File: config.mk
export PLATFORM = sky130hd
export DESIGN_NAME = blackjack_uart_reporter
export DESIGN_NICKNAME = d
export VERILOG_FILES = /design/src/rtl/blackjack_uart_reporter.sv
export SDC_FILE = /design/constraint.sdc
export NUM_CORES = 1
export LEC_CHECK = 0
export CAP_MARGIN = 20
export CORE_MARGIN = 3
export CORE_UTILIZATION = 52
export DETAILED_ROUTE_END_ITERATION = 7
export PLACE_DENSITY = 0.73
export SYNTH_ARGS = -nofsm -noshare
export SYNTH_HDL_FRONTEND = slang
export SYNTH_SLANG_ARGS = --single-unit
export TNS_END_PERCENT = 10
File: constraint.sdc
create_clock -name clk -period 2.95 [get_ports clk]
set_input_delay 0.59 -clock clk [delete_from_list [all_inputs] [get_ports clk]]
set_output_delay 0.59 -clock clk [all_outputs]
set_load 0.02 [all_outputs]
File: src/rtl/blackjack_uart_reporter.sv
// Streams the game core's totals and balance as "U<uu> D<dd> B<bbbb>\r\n" 8N1 UART frames
// whenever a value changes or a report is forced.
module blackjack_uart_reporter #(
    parameter int unsigned CLKS_PER_BIT = 217
) (
    input  logic       clk,
    input  logic       rst_n,
    input  logic [5:0] user_total,
    input  logic [5:0] dealer_total,
    input  logic [9:0] balance,
    input  logic       force_report,
    output logic       tx,
    output logic       busy
);

    typedef enum logic [1:0] {IDLE, CONVERT, SEND} state_t;

    localparam int unsigned CW = $clog2(CLKS_PER_BIT);
    localparam logic [CW-1:0] CNT_MAX = CW'(CLKS_PER_BIT - 1);

    state_t        state, state_next;
    logic [5:0]    snap_user, snap_user_next;
    logic [5:0]    snap_dealer, snap_dealer_next;
    logic [9:0]    snap_bal, snap_bal_next;
    logic          force_pend, force_pend_next;
    logic          busy_next, tx_next;
    logic [9:0]    dd_bin, dd_bin_next;
    logic [15:0]   dd_bcd, dd_bcd_next;
    logic [3:0]    step_cnt, step_cnt_next;
    logic [CW-1:0] clk_cnt, clk_cnt_next;
    logic [3:0]    bit_idx, bit_idx_next;
    logic [3:0]    byte_idx, byte_idx_next;

    logic          trigger;
    logic [11:0]   adj;
    logic [7:0]    cur_byte;

    always_ff @(posedge clk or negedge rst_n) begin
        if (!rst_n) begin
            state       <= IDLE;
            snap_user   <= '1;
            snap_dealer <= '1;
            snap_bal    <= '1;
            force_pend  <= 1'b0;
            busy        <= 1'b0;
            tx          <= 1'b1;
            dd_bin      <= '0;
            dd_bcd      <= '0;
            step_cnt    <= '0;
            clk_cnt     <= '0;
            bit_idx     <= '0;
            byte_idx    <= '0;
        end else begin
            state       <= state_next;
            snap_user   <= snap_user_next;
            snap_dealer <= snap_dealer_next;
            snap_bal    <= snap_bal_next;
            force_pend  <= force_pend_next;
            busy        <= busy_next;
            tx          <= tx_next;
            dd_bin      <= dd_bin_next;
            dd_bcd      <= dd_bcd_next;
            step_cnt    <= step_cnt_next;
            clk_cnt     <= clk_cnt_next;
            bit_idx     <= bit_idx_next;
            byte_idx    <= byte_idx_next;
        end
    end

    // Frame byte for the byte currently on the wire.
    always_comb begin
        cur_byte = 8'h0A;
        case (byte_idx)
            4'd0:  cur_byte = 8'h55;
            4'd1:  cur_byte = 8'h30 + ({2'b00, snap_user} / 8'd10);
            4'd2:  cur_byte = 8'h30 + ({2'b00, snap_user} % 8'd10);
            4'd3:  cur_byte = 8'h20;
            4'd4:  cur_byte = 8'h44;
            4'd5:  cur_byte = 8'h30 + ({2'b00, snap_dealer} / 8'd10);
            4'd6:  cur_byte = 8'h30 + ({2'b00, snap_dealer} % 8'd10);
            4'd7:  cur_byte = 8'h20;
            4'd8:  cur_byte = 8'h42;
            4'd9:  cur_byte = 8'h30 + {4'h0, dd_bcd[15:12]};
            4'd10: cur_byte = 8'h30 + {4'h0, dd_bcd[11:8]};
            4'd11: cur_byte = 8'h30 + {4'h0, dd_bcd[7:4]};
            4'd12: cur_byte = 8'h30 + {4'h0, dd_bcd[3:0]};
            4'd13: cur_byte = 8'h0D;
            default: cur_byte = 8'h0A;
        endcase
    end

    always_comb begin
        state_next       = state;
        snap_user_next   = snap_user;
        snap_dealer_next = snap_dealer;
        snap_bal_next    = snap_bal;
        force_pend_next  = force_pend;
        busy_next        = busy;
        tx_next          = 1'b1;
        dd_bin_next      = dd_bin;
        dd_bcd_next      = dd_bcd;
        step_cnt_next    = step_cnt;
        clk_cnt_next     = clk_cnt;
        bit_idx_next     = bit_idx;
        byte_idx_next    = byte_idx;
        adj              = dd_bcd[11:0];

        trigger = force_report || force_pend ||
                  ({user_total, dealer_total, balance} != {snap_user, snap_dealer, snap_bal});

        case (state)
            IDLE: begin
                if (trigger) begin
                    snap_user_next   = user_total;
                    snap_dealer_next = dealer_total;
                    snap_bal_next    = balance;
                    force_pend_next  = 1'b0;
                    busy_next        = 1'b1;
                    dd_bin_next      = balance;
                    dd_bcd_next      = '0;
                    step_cnt_next    = '0;
                    state_next       = CONVERT;
                end
            end
            CONVERT: begin
                if (force_report) force_pend_next = 1'b1;
                if (step_cnt != 4'd10) begin
                    // Thousands digit never reaches 5 for a 10-bit input, so only three digits are adjusted.
                    for (int unsigned i = 0; i < 3; i++) begin
                        if (adj[4*i +: 4] >= 4'd5) adj[4*i +: 4] = adj[4*i +: 4] + 4'd3;
                    end
                    dd_bcd_next   = {dd_bcd[14:12], adj, dd_bin[9]};
                    dd_bin_next   = {dd_bin[8:0], 1'b0};
                    step_cnt_next = step_cnt + 4'd1;
                end else begin
                    // Eleventh cycle launches the start bit of byte 0.
                    state_next    = SEND;
                    clk_cnt_next  = '0;
                    bit_idx_next  = '0;
                    byte_idx_next = '0;
                    tx_next       = 1'b0;
                end
            end
            SEND: begin
                if (force_report) force_pend_next = 1'b1;
                tx_next = tx;
                if (clk_cnt != CNT_MAX) begin
                    clk_cnt_next = clk_cnt + CW'(1);
                end else begin
                    clk_cnt_next = '0;
                    if (bit_idx != 4'd9) begin
                        bit_idx_next = bit_idx + 4'd1;
                        tx_next      = (bit_idx == 4'd8) ? 1'b1 : cur_byte[bit_idx[2:0]];
                    end else if (byte_idx != 4'd14) begin
                        byte_idx_next = byte_idx + 4'd1;
                        bit_idx_next  = '0;
                        tx_next       = 1'b0;
                    end else begin
                        state_next = IDLE;
                        busy_next  = 1'b0;
                        tx_next    = 1'b1;
                    end
                end
            end
            default: state_next = IDLE;
        endcase
    end

endmodule

### Word-level counts from Yosys, hierarchy flattened

Index checks and enable logic that the tools add are counted.

| word-level totals | value |
|---|---|
| register bits | 73 |
| latch bits | 0 |
| bits in writable memories | 0 |
| ROM bits | 0 |
| bits of input ports | 25 |
| output and inout bits | 2 |
| word-level logic and storage cells | 131 |
| memories | 0 |

| cells by class | value |
|---|---|
| add/subtract/negate cells | 15 |
| multipliers | 0 |
| div/mod/pow operators | 4 |
| order comparisons | 4 |
| equality and inequality tests | 30 |
| shift-type cells | 0 |
| multiplexer cells | 47 |
| bitwise operators | 0 |
| reductions and logical operators | 18 |

Operators by type and width:

| operator | number |
|---|---|
| $pmux W8 S13 | 1 |
| $mux W4 | 12 |
| $add A6 B8 Y8 const A | 4 |
| $mux W16 | 2 |
| $pmux W16 S2 | 1 |
| $add A6 B4 Y7 const A | 4 |
| $eq A4 B4 Y1 const B | 7 |
| $pmux W4 S2 | 3 |
| $ne A22 B22 Y1 | 1 |
| $mux W10 | 2 |
| $pmux W10 S2 | 1 |
| $div A6 B4 Y8 const B | 2 |
| $eq A4 B3 Y1 const B | 4 |
| $mod A6 B4 Y8 const B | 2 |
| $mux W8 | 2 |
| $pmux W8 S2 | 1 |
| $reduce_and A5 Y1 | 3 |
| $ne A2 B2 Y1 const B | 7 |
| $add A4 B1 Y4 const B | 3 |
| $add A4 B2 Y4 const B | 3 |
| $ge A4 B3 Y1 const B | 3 |
| $mux W1 | 12 |
| $ne A4 B4 Y1 const B | 3 |
| $mux W2 | 5 |
| other kinds (20) | 30 |

### Depth between registers and ports, before layout

| depth | value |
|---|---|
| word-level depth | 9 |
| depth in mapped cells | 16 |
| gate-level depth less buffers | 15 |

### Worst setup path before layout

Ideal clock, no wire load.

| path | value |
|---|---|
| path kind | flip-flop to flip-flop |
| start | register snap_user[3] |
| end | register tx |
| library setup time | 0.077 ns |
| arrival | 2.778 ns |
| required time | 2.873 ns |
| slack | 0.095 ns |
| cell stages (with the launch flop) | 17 |
| path buffers | 1 |
| period minus slack after synthesis | 2.855 ns |
| cells stage by stage | dfstp_2 > nand2b_1 > clkbuf_1 > xnor2_1 > o21ai_0 > ha_1 > o21ai_0 > a21oi_1 > o221ai_1 > a21oi_1 > ha_1 > a211o_1 > a31oi_1 > o31ai_1 > a21oi_1 > o22ai_1 > a31oi_1 |

| between the ends | value |
|---|---|
| longest elaborated chain between the ends | 9 |
| elaborated cells on any way between the ends | 11 |
| those cells by class | add/sub (2); div (2); mux (7) |

RTL lines:

| what | RTL line | text |
|---|---|---|
| start, declared | 22 | `logic [5:0] snap_user, snap_user_next;` |
| start signal, assigned | 55 | `snap_user <= snap_user_next;` |
| $mod A6 B4 Y8 or $div A6 B4 Y8 (tied branches) | 76, 75 |  |
| $add A6 B8 Y8, on equally long branches | 76, 75 |  |
| $pmux W8 S13 (*) | 73 | `case (byte_idx)` |
| $bmux W1 S3 (*) | 153 | `tx_next = (bit_idx == 4'd8) ? 1'b1 : cur_byte[bit_idx[2:0]];` |
| $mux W1 (not written as such) (*) | 153 |  |
| $mux W1 (*) | 153 |  |
| $mux W1 (*) | 151 | `if (bit_idx != 4'd9) begin` |
| $mux W1 (*) | 147 | `if (clk_cnt != CNT_MAX) begin` |
| $pmux W1 S2 (*) | 111 | `case (state)` |
| end signal, assigned | 60 | `tx <= tx_next;` |
| end, declared | 12 | `output logic tx,` |

Every way passes the cells marked *; elsewhere a longest branch is shown, timed or not. The select of a mux whose other input is x is not followed.
A chain may end at the register's enable or synchronous reset.

### Final worst setup path

| path | value |
|---|---|
| start | register snap_user[5] |
| end | register tx |

The elaborated chain is that of the path after synthesis.

==> reports/qor.txt <==
buffer type at the clock tree root = clkbuf_8
number of max-slew violations in the final report = 0
area inside the core boundary = 0.00933 mm²
port buffer count = 26
category of the critical setup timing path = reg -> reg
Vias = 4198
number of standard cells in the final layout excluding fillers = 726
number of antenna violations at the first check in global routing = 0
share of post-route cells with drive strength above 1 = 0.201
met2 Track Usage GR = 0.353
area fraction in compound gates after synthesis = 0.185
Synth Net Count = 598
Reg2Reg Depth = 15
number of register bits inferred by synthesis = 73
Post-Route Setup TNS = 0 ps
total wirelength of the detailed-routed design = 11900 µm
delay contributed by the slowest stage of the critical path = 600 ps
worst clock skew on the final layout = 16.7 ps
Worst Path Required = 3240 ps
simple-gate share of the synthesized area = 0.178
crit path launch type = flip-flop
GR Util met3 = 0.0354
signed area change from the synthesized netlist to the final layout = 16.4%
slack of the worst reg-to-reg path = 170 ps
Max Root-Sink Buffers = 2
number of placed I/O pins = 27
XOR/XNOR share of the synthesized area = 0.0662
Ys Warns = 0
most common flop cell mapped by yosys = dfrtp_1
count of unique library cells instantiated by Yosys = 72
met1 Use GR = 0.296
total half-perimeter wirelength after legalization and detailed placement = 8560 µm
floorplan die height = 104 µm
total routing resource utilization after global routing = 0.218
pin count of the biggest net entering global routing = 30
drt initial violations = 239
final count of hold timing violations = 0
total power per unit cell area = 1040 mW/mm²
max-cap check violation count = 0
final antenna diode count = 0
chain of cells forming the critical path = nand3b_1, o211ai_1, o21ai_2, ha_2, o21ai_2, a21oi_1, o221ai_1, a21oi_2, ha_2, a211o_1, a31oi_1, o31ai_1, a21oi_1, o22ai_1, a31oi_1
maximum clock frequency = 360 MHz
level count of the clock H-tree = 3
FILL cells = 782
placer's final routability congestion estimate = 0.831
overall die width = 104 µm
worst hold-check path type = in -> async
number of rows created at floorplan = 35
1st-pass router iterations = 5
worst vdd ir = 0.000525 V
clock network latency to the later pin of the worst-skew pair = 360 ps
final routed DRC violation total = 0
gr busiest metal = met2
nature of the critical path endpoint = flip-flop
Critical Path Fanout Max = 6
r2r endpoint = tx$_DFFE_PN1P_
number of setup violations in the final report = 0
clock sink total = 73
Total Nets Final = 640
vias per std cell = 5.78
full die area = 0.0109 mm²
starting density of the core = 0.539
worst max-slew margin expressed relative to the limit = 0.459
outcome = finished, final reports clean
adder-cell share of the synthesized area = 0.0572
dominant combinational cell family by area after synthesis = compound AO/OA/AOI/OAI gates
total congestion overflow = 0
Final Cycle Share = 0.943
ys async rst share = 1.00
Critical Path Source = snap_user[5]$_DFFE_PN1P_
number of global-route vias before repair = 4087
number of buffers inserted during clock tree synthesis = 9
multiplexer area fraction after synthesis = 0.0839
Arr. time, crit path = 3070 ps
wire length per cell after detailed routing = 16.4 µm
clock tree from TritonCTS = yes
CP max-delay cell = dfstp_2
launching point of the worst reg2reg path = snap_user[5]$_DFFE_PN1P_
number of placed instances, taps included = 695
Antenna Nets Post-Route = 0
sequential area share after synthesis = 0.369
Leak = 2.34 nW
destination of the critical timing path = tx$_DFFE_PN1P_
post-route minimum period = 2780 ps
EDFF count, synth = 0
RSZ-0062 raised after global routing = yes
count of mapped cells out of synthesis = 550
transition time at the pin with the least slew margin = 791 ps
CTS clock-pin slew for the worst setup and hold paths = 90 ps
global-route wire length before repair = 19500 µm
netlist area before placement = 0.00503 mm²
post-synthesis area per instance = 9.14 µm²
==> how the worst min path moves through the flow <==
stage,startpoint,endpoint,slack (ps),cells after the start
finish,rst_n,dd_bcd[2]$_DFFE_PN0P_,270,1
global route,rst_n,dd_bcd[2]$_DFFE_PN0P_,300,1
CTS,rst_n,dd_bcd[2]$_DFFE_PN0P_,280,1
detailed placement,dd_bin[9]$_DFFE_PN0P_,dd_bin[9]$_DFFE_PN0P_,470,2
global placement,dd_bin[8]$_DFFE_PN0P_,dd_bin[8]$_DFFE_PN0P_,460,2
floorplan,rst_n,bit_idx[0]$_DFFE_PN0P_,290,0
==> repair_timing <==
action,in CTS,in global routing
pin swaps,0,11
hold buffers,0,0
endpoints found under the setup margin,1,1
buffers inserted,0,15
gates cloned,0,0
gates resized for setup,1,15
==> area by class of cell <==
cell class                 instances  area, µm²  share of cell area
sequential                        73       1860               0.317
clock inverter                     5       56.3             0.00962
inverter                          22       82.6              0.0141
timing repair buffer              65        621               0.106
tap                              129        161              0.0276
multi-input combinational        421       2940               0.501
clock buffer                      11        141              0.0242
==> sequential cells by signal, indices dropped and copies added, names as in the netlist <==
register / flops
bit_idx: 4
busy: 1
byte_idx: 4
clk_cnt: 8
dd_bcd: 16
dd_bin: 10
force_pend: 1
snap_bal: 10
snap_dealer: 6
snap_user: 6
state: 2
step_cnt: 4
tx: 1
==> power by group <==
| part | leakage [nW] | switching [mW] | internal, mW | total (mW) |
|---|---|---|---|---|
| registers | 0.905 | 0.398 | 1.46 | 1.86 |
| clock network | 0.0993 | 0.398 | 0.413 | 0.811 |
| logic | 1.34 | 1.77 | 1.62 | 3.39 |
| total | 2.34 | 2.57 | 3.50 | 6.06 |
==> synthesized netlist by cell type (11+ instances only) <==
cell | n | area share
a21oi_1 | 33 | 0.033
o21ai_0 | 49 | 0.049
nand2b_1 | 14 | 0.017
ha_1 | 23 | 0.057
clkbuf_1 | 12 | 0.0090
nand2_1 | 63 | 0.047
o31ai_1 | 11 | 0.016
inv_1 | 22 | 0.016
nand3_1 | 16 | 0.016
mux2i_1 | 14 | 0.028
mux2_2 | 15 | 0.034
dfstp_2 | 23 | 0.12
xor2_1 | 11 | 0.019
buf_2 | 13 | 0.013
nor2_1 | 28 | 0.021
dfrtp_1 | 50 | 0.25
xnor2_1 | 27 | 0.047
==> stage by stage <==
step                cell area [µm²]  utilization  hold WS [ps]  power [mW]  setup WS [ps]
global placement               5480        0.588           460        4.81            102
floorplan                      5030            -           294        4.00           94.8
detailed placement             5480        0.588           470        4.93           32.0
CTS                            5680        0.609           275        5.75           19.0
finish                         5850        0.627           265        6.06            169
global route                   5850        0.627           300        6.50          -96.2
==> cells by family (layout without fill, tap and decap cells) <==
family | after synthesis | in the layout
compound gates | 147 | 147
other cells | 1 | 1
xor+xnor | 38 | 38
flops | 73 | 73
fa+ha+maj | 23 | 23
mux | 39 | 39
simple gates | 173 | 173
buf+inv | 56 | 103
==> critical path: cells and delay by family, from the launching register on <==
family,cells,cell delay [ps]
AND/OR/NAND/NOR,1,130
flip-flops,1,600
AO/OA/AOI/OAI,12,1590
adder cells (fa/ha/maj),2,390
==> layer usage <==
metal | share of wire | routed length, µm | vias up
met5 | 0 | 0 | -
met4 | 0.022 | 263 | 0
met3 | 0.041 | 484 | 24
met2 | 0.48 | 5710 | 111
met1 | 0.46 | 5460 | 2033
li1 | - | - | 2030
==> cell usage in the layout, fill, tap and decap left out, types with 7 or more instances in the layout <==
master and count:
inv_1 22, dfrtp_1 50, ha_1 20, o31ai_1 11, xor2_1 11, nand2b_1 10, mux2_2 15, nor3_1 7
nand2_1 63, dfstp_2 23, mux2_1 10, nor2_1 28, mux2i_1 14, a21oi_1 32, clkdlybuf4s50_1 25, buf_4 32
xnor2_1 26, o21ai_0 46, clkbuf_8 10, nand3_1 16
Note: power is estimated with default switching activity, not from simulation.
